$ cat src/rtl/pbv_alu_pkg.sv
// pbv_alu_pkg: shared definitions for the PB-V ALU.
//   - Default datapath width.
//   - Opcode constants OP_ADD..OP_SLT (8-bit, all bits decoded).
//   - Flags struct carried from the datapath to the output registers.
package pbv_alu_pkg;

    localparam int unsigned PBV_ALU_WIDTH = 8;

    localparam logic [7:0] OP_ADD  = 8'h00;
    localparam logic [7:0] OP_SUB  = 8'h01;
    localparam logic [7:0] OP_AND  = 8'h02;
    localparam logic [7:0] OP_OR   = 8'h03;
    localparam logic [7:0] OP_XOR  = 8'h04;
    localparam logic [7:0] OP_NOT  = 8'h05;
    localparam logic [7:0] OP_SHL  = 8'h06;
    localparam logic [7:0] OP_SHR  = 8'h07;
    localparam logic [7:0] OP_INC  = 8'h08;
    localparam logic [7:0] OP_DEC  = 8'h09;
    localparam logic [7:0] OP_MUL  = 8'h0A;
    localparam logic [7:0] OP_PASS = 8'h0B;
    localparam logic [7:0] OP_SLT  = 8'h0C;

    typedef struct packed {
        logic zero;
        logic carry;
        logic negative;
        logic overflow;
        logic illegal_op;
    } pbv_flags_t;

endpackage

$ cat src/rtl/pbv_alu_datapath.sv
// pbv_alu_datapath: purely combinational op/a/b -> result + flags.
// Ports:
//   op     in  8      opcode
//   a, b   in  WIDTH  operands (b ignored by unary ops, b[2:0] is the shift amount)
//   result out WIDTH  computed result
//   flags  out        zero/carry/negative/overflow/illegal_op
// Configuration: define PBV_ALU_MUL_EN to build the multiplier for OP_MUL;
// otherwise OP_MUL decodes as an illegal opcode.
module pbv_alu_datapath
    import pbv_alu_pkg::*;
#(
    parameter int unsigned WIDTH = PBV_ALU_WIDTH
) (
    input  logic [7:0]       op,
    input  logic [WIDTH-1:0] a,
    input  logic [WIDTH-1:0] b,
    output logic [WIDTH-1:0] result,
    output pbv_flags_t       flags
);

    logic [WIDTH-1:0] opnd_b;
    logic [WIDTH:0]   sum;
    logic [WIDTH:0]   diff;
    logic [WIDTH:0]   shl_ext;
    logic [WIDTH:0]   shr_ext;
    logic [WIDTH-1:0] res;
    logic             cy;
    logic             ovf;
    logic             illegal;
`ifdef PBV_ALU_MUL_EN
    logic [2*WIDTH-1:0] prod;
`endif

    // INC/DEC reuse the adder/subtractor with an implicit b of 1.
    assign opnd_b = (op == OP_INC || op == OP_DEC) ? WIDTH'(1) : b;
    assign sum    = {1'b0, a} + {1'b0, opnd_b};
    assign diff   = {1'b0, a} - {1'b0, opnd_b};
    // One extra bit catches the last bit shifted out; it stays 0 for amount 0.
    assign shl_ext = {1'b0, a} << b[2:0];
    assign shr_ext = {a, 1'b0} >> b[2:0];
`ifdef PBV_ALU_MUL_EN
    assign prod = {{WIDTH{1'b0}}, a} * {{WIDTH{1'b0}}, b};
`endif

    always_comb begin
        res     = '0;
        cy      = 1'b0;
        ovf     = 1'b0;
        illegal = 1'b0;
        case (op)
            OP_ADD, OP_INC: begin
                res = sum[WIDTH-1:0];
                cy  = sum[WIDTH];
                ovf = (a[WIDTH-1] == opnd_b[WIDTH-1]) && (res[WIDTH-1] != a[WIDTH-1]);
            end
            OP_SUB, OP_DEC: begin
                res = diff[WIDTH-1:0];
                cy  = diff[WIDTH];
                ovf = (a[WIDTH-1] != opnd_b[WIDTH-1]) && (res[WIDTH-1] != a[WIDTH-1]);
            end
            OP_AND:  res = a & b;
            OP_OR:   res = a | b;
            OP_XOR:  res = a ^ b;
            OP_NOT:  res = ~a;
            OP_SHL: begin
                res = shl_ext[WIDTH-1:0];
                cy  = shl_ext[WIDTH];
            end
            OP_SHR: begin
                res = shr_ext[WIDTH:1];
                cy  = shr_ext[0];
            end
`ifdef PBV_ALU_MUL_EN
            OP_MUL: begin
                res = prod[WIDTH-1:0];
                cy  = |prod[2*WIDTH-1:WIDTH];
            end
`endif
            OP_PASS: res = b;
            OP_SLT:  res = {{(WIDTH-1){1'b0}}, (a < b)};
            default: illegal = 1'b1;
        endcase
    end

    assign result           = res;
    assign flags.zero       = !illegal && (res == '0);
    assign flags.carry      = cy;
    assign flags.negative   = res[WIDTH-1];
    assign flags.overflow   = ovf;
    assign flags.illegal_op = illegal;

endmodule

$ cat src/rtl/pbv_alu.sv
// pbv_alu: registered ALU with folded clock-enable, 1-cycle latency.
// Ports:
//   clk, rst_n         clock, async active-low reset
//   enable             low freezes every register (acts as a gated clock)
//   in_valid, op, a, b request; sampled when enable && in_valid
//   result             registered result
//   out_valid          high for the cycle after an accepted request
//   zero, carry, negative, overflow, illegal_op  registered flags
// Configuration: PBV_ALU_MUL_EN enables the multiplier (see pbv_alu_datapath).
module pbv_alu
    import pbv_alu_pkg::*;
#(
    parameter int unsigned WIDTH = PBV_ALU_WIDTH
) (
    input  logic             clk,
    input  logic             rst_n,
    input  logic             enable,
    input  logic             in_valid,
    input  logic [7:0]       op,
    input  logic [WIDTH-1:0] a,
    input  logic [WIDTH-1:0] b,
    output logic [WIDTH-1:0] result,
    output logic             out_valid,
    output logic             zero,
    output logic             carry,
    output logic             negative,
    output logic             overflow,
    output logic             illegal_op
);

    logic [WIDTH-1:0] dp_result;
    pbv_flags_t       dp_flags;

    logic [WIDTH-1:0] result_d, result_q;
    pbv_flags_t       flags_d, flags_q;
    logic             out_valid_d, out_valid_q;

    pbv_alu_datapath #(
        .WIDTH (WIDTH)
    ) u_datapath (
        .op     (op),
        .a      (a),
        .b      (b),
        .result (dp_result),
        .flags  (dp_flags)
    );

    always_comb begin
        result_d    = result_q;
        flags_d     = flags_q;
        out_valid_d = out_valid_q;
        if (enable) begin
            out_valid_d = in_valid;
            if (in_valid) begin
                result_d = dp_result;
                flags_d  = dp_flags;
            end
        end
    end

    always_ff @(posedge clk or negedge rst_n) begin
        if (!rst_n) begin
            result_q    <= '0;
            flags_q     <= '0;
            out_valid_q <= 1'b0;
        end else begin
            result_q    <= result_d;
            flags_q     <= flags_d;
            out_valid_q <= out_valid_d;
        end
    end

    assign result     = result_q;
    assign out_valid  = out_valid_q;
    assign zero       = flags_q.zero;
    assign carry      = flags_q.carry;
    assign negative   = flags_q.negative;
    assign overflow   = flags_q.overflow;
    assign illegal_op = flags_q.illegal_op;

endmodule

$ cat config.mk
export PLATFORM = sky130hd
export DESIGN_NAME = pbv_alu
export DESIGN_NICKNAME = d
export VERILOG_FILES = /design/src/rtl/pbv_alu_pkg.sv /design/src/rtl/pbv_alu_datapath.sv /design/src/rtl/pbv_alu.sv
export SDC_FILE = /design/constraint.sdc
export NUM_CORES = 1
export LEC_CHECK = 0
export BUFFER_PORTS_ARGS = -buffer_cell sky130_fd_sc_hd__buf_4
export CORE_MARGIN = 2
export CORE_UTILIZATION = 45
export DETAILED_ROUTE_END_ITERATION = 8
export PLACE_DENSITY = 0.73
export SKIP_LAST_GASP = 1
export SLEW_MARGIN = 20
export SYNTH_ARGS = -nofsm -noshare
export SYNTH_HDL_FRONTEND = slang
export SYNTH_HIERARCHICAL = 1
export SYNTH_SLANG_ARGS = --single-unit
$ cat constraint.sdc
create_clock -name clk -period 0.8 [get_ports clk]
set_input_delay 0.12 -clock clk [delete_from_list [all_inputs] [get_ports clk]]
set_output_delay 0.12 -clock clk [all_outputs]
set_load 0.05 [all_outputs]
# After elaboration in Yosys (flattened, before gate mapping)
# Cells that the tools add are included.
# classes
bitwise_logic	4
n_mux	5
n_eq_ne	15
div	0
order_cmp	1
n_addsub	2
reduce_logical	10
shift	2
mul	0
# op_table
cell	n
$pmux W8 S10	1
$eq A8 B3 Y1 const B	4
$eq A8 B4 Y1 const B	4
$eq A8 B2 Y1 const B	2
$logic_not A8 Y1	2
$reduce_or A12 Y1	1
$add A8 B8 Y9	1
$shl A8 B3 Y9	1
$shr A9 B3 Y9	1
$sub A8 B8 Y9	1
$and A8 B8 Y8	1
$eq A8 B1 Y1 const B	1
$lt A8 B8 Y1	1
$mux W8	1
$not A8 Y8	1
$or A8 B8 Y8	1
$xor A8 B8 Y8	1
$pmux W1 S4	1
$reduce_or A2 Y1	2
$logic_and A1 B1 Y1	3
$ne A1 B1 Y1	3
$pmux W1 S2	1
$reduce_and A2 Y1	1
$eq A1 B1 Y1	1
other kinds (2)	2
# totals
latch_bits	0
mem_count	0
elab_cells	46
inputBits	28
output_inout_bits	14
reg_bits	14
ramBits	0
mem_bits_ro	0

# Logic depth before layout (Yosys ltp)
# logic_depth
depth_word	7
depth_mapped	18
mapped_depth_nobuf	15

# Modules after synthesis
# Netlist, hierarchy kept.
# by_module_without_submodules
module	area_per_inst_um2	cells_per_inst	instances	seq_area_each_um2
pbv_alu_datapath	2544.9	349	1	0.0
pbv_alu	556.8	31	1	350.3

# Worst setup path after synthesis
# OpenSTA, ideal clock, no wires.
# synth_timing
path_kind	input port to flip-flop
startpoint	in op[5]
endpoint	reg flags_q, in the netlist zero
slack_ns	-2.790
arrival_time_ns	3.524
n_path_buf	2
cell_stages	16
t_required_ns	0.734
cell_sequence	or4_1 > clkbuf_1 > buf_2 > nor3_1 > nand2_1 > nand2_1 > inv_1 > fa_1 > nor2b_1 > o31ai_1 > o31ai_1 > o21ai_1 > xnor2_1 > a221o_1 > nor4_2 > mux2_4
# synth_lines
element	line	rtl
start, declared	pbv_alu.sv:19	input logic [7:0] op,
end signal, assigned	pbv_alu.sv:68	flags_q <= flags_d;
end, declared	pbv_alu.sv:35	pbv_flags_t flags_d, flags_q;

==> results.cfg <==
[synthesis]
yosys_warnings = 6
synthesis.instances = 380
synth-async-reset-ratio_pct = 100
yosys_register_bits = 14
synth_edf_count = 0
synthFlopType = dfrtp_1
syn_area_um2 = 3100
synthDistinctLibCells = 68
syn_avg_cell_area_um2 = 8.16
syn-num-nets = 454
seq_area_frac_synth_pct = 11.3

[power_and_ir_drop]
powerDensity_nw_per_um2 = 819
power.total_mw = 4.01
irDropWorstVdd_mv = 0.535
p_leak_nw = 2.37

[clock_network]
cts_tree = built
clock_sinks = 14
cts-root-buf = clkbuf_8
clk_latency_ps = 240
clockBufferDepth = 2
cts_max_level = 1
path_clk_slew_ps = 60
numCtsBuffers = 3

[place]
place_congestion = 0.994
io_buffer_count = 41
dp_cells = 599
hpwl_um = 9740

[cells_and_area]
syn_to_final_growth_pct = 57.8
layout_commonest_cell = buf_4
nets = 619
drive_above_1_share_pct = 48.3
final_util_pct = 72.8
final_cell_count_no_fill = 625
layout_common_cells = 162 x buf_4, 39 x ha_1, 31 x inv_1, 22 x nor2_1, 21 x nand2_1

[hold_path]
holdCritStartpoint = enable
min_path_type = in2reg

[sta]
timing.hold.ws_ps = 92.4
setup_viol_count_final = 27
max_freq_mhz = 322
post-route-period-util_pct = 389
maxSlewViolCount = 0
layout_setup_ws_ps = -2310
finalHoldViolCount = 0
max_slew.worst_pin.slew_ps = 513
final.min_clock_period_ps = 3110
slew_headroom_pct = 65.5
fin_skew_ps = 0
setup_tns_ps = -27010
grt_setup_unrepaired = true

[routing]
wl_per_cell_um = 20.2
drt-total-wl_um = 12600
drcViolationCount = 0
dr.pass1.iters = 5
detail-route-antenna-nets = 0
drt_iter0_drc = 373
via_per_inst = 6.07
num_vias = 3794

[floorplanning]
fp.dieH_um = 87.0
chipWidth_um = 87.0
io_pins = 42
rows = 30
core_region_area_um2 = 6720
die_area_um2 = 7570
initial_utilization_pct = 46.2

[grt]
first_global_vias = 3932
grt_pass1_wl_um = 19700
grt_max_degree = 18
grtUsageTotal_pct = 33.4
antenna_found_initial = 0
grt_overflow_total = 0

[setup_path]
critPathMaxFanout = 7
timing.rr.start = result[6]$_DFFE_PN0P_
crit_start = op[6]
setup.worst_path.start_class = input port
criticalPathCategory = in2reg
crit_required_ps = 990
crit_path_end_kind = flip-flop
arrival_ps = 3300

[outcome]
status = finished, violations left
failed_checks = setup timing

[flow_run]
cap_viol_max_count = 0
worst paths after layout:
check                                         to  cells past startpoint  slack, ps
max                             zero$_DFFE_PN0P_                     15      -2310
min                        out_valid$_DFFE_PN0P_                      2         90
max reg2reg                result[6]$_DFFE_PN0P_                      2       -100
min reg2reg                 overflow$_DFFE_PN0P_                      1        550
min in group asynchronous  result[1]$_DFFE_PN0P_                      2        260
max in group asynchronous  out_valid$_DFFE_PN0P_                      2        350
per-layer routing:
layer  global-route usage [%]  vias to the layer above  wire [µm]
li1                         -                     1734          -
met1                     39.9                     1807       4870
met2                     60.1                      195       6270
met3                     5.59                       58        909
met4                     11.4                        0        568
met5                        0                        -          0
where the power goes:
group	switching, mW	leakage, nW	internal [mW]
Sequential	0.0334	0.184	0.753
Clock	0.250	0.0288	0.436
Combinational	1.29	2.16	1.24
Total	1.58	2.37	2.43
worst max-delay path, stage by stage:
cell and delay (ps):
buf_6 90, or4_4 540, nor3_4 230, nand2_4 160, nand2_4 130, inv_4 40
fa_2 350, nor2b_4 150, o31ai_4 270, o31ai_2 100, o21ai_1 200, xnor2_1 100
a221o_1 350, nor4_2 270, mux2_4 180
cells in the mapped netlist (all sizes together) (4+ instances only):
| master | count | area (µm²) |
|---|---|---|
| mux4 | 9 | 206 |
| nand3 | 8 | 40.0 |
| o311ai | 4 | 35.0 |
| nand4 | 5 | 31.3 |
| and3 | 5 | 31.3 |
| a21oi | 16 | 80.1 |
| o31ai | 6 | 45.0 |
| clkbuf | 7 | 26.3 |
| nor2 | 23 | 86.3 |
| nor3 | 12 | 65.1 |
| mux2i | 6 | 60.1 |
| nor2b | 12 | 82.6 |
| nand2 | 28 | 108 |
| nor4 | 10 | 68.8 |
| a2111oi | 4 | 41.3 |
| dfrtp | 14 | 350 |
| a211oi | 7 | 52.6 |
| ha | 44 | 551 |
| mux2 | 14 | 191 |
| o211ai | 5 | 37.5 |
| inv | 34 | 128 |
| nand2b | 9 | 56.3 |
| o21ai | 21 | 109 |
| a22oi | 4 | 30.0 |
| or4 | 4 | 33.8 |
| or3 | 4 | 25.0 |
| buf | 18 | 121 |
| a31oi | 5 | 31.3 |
per-stage QoR:
stage                     worst slack (ps)  instance area (µm²)
after floorplan                      -2470                 3240
after detailed placement             -2600                 4440
after global placement               -2510                 4440
final                                -2310                 4890
after global routing                 -2450                 4890
after CTS                            -2250                 4820
cell type report:
type	count	area, µm²
Multi-Input combinational cell	307	2760
Fill cell	505	1820
Timing Repair Buffer	185	1500
Sequential cell	14	352
Inverter	34	130
Tap cell	80	100
Clock buffer	4	55.1
Antenna cell	1	2.50
what timing repair did:
action,4_1_cts,5_1_grt
pin swaps,19,15
setup buffers,19,7
endpoints found under the hold margin,14,0
hold buffers,1,0
endpoints found under the setup margin,27,27
resized for setup,45,9
logic make-up after synthesis:
family          count (synthesis)  share of synthesized area, %
simple gates                  134                          24.0
compound gates                 94                          20.9
buf+inv                        59                          8.87
fa+ha+maj                      46                          19.0
mux                            29                          14.8
flops                          14                          11.3
xor+xnor                        4                          1.13
flip-flops by register name, summed over array words and instances (netlist names):
register    flops
out_valid       1
negative        1
illegal_op      1
result          8
zero            1
overflow        1
carry           1
Power figures use the tool's default switching activity.
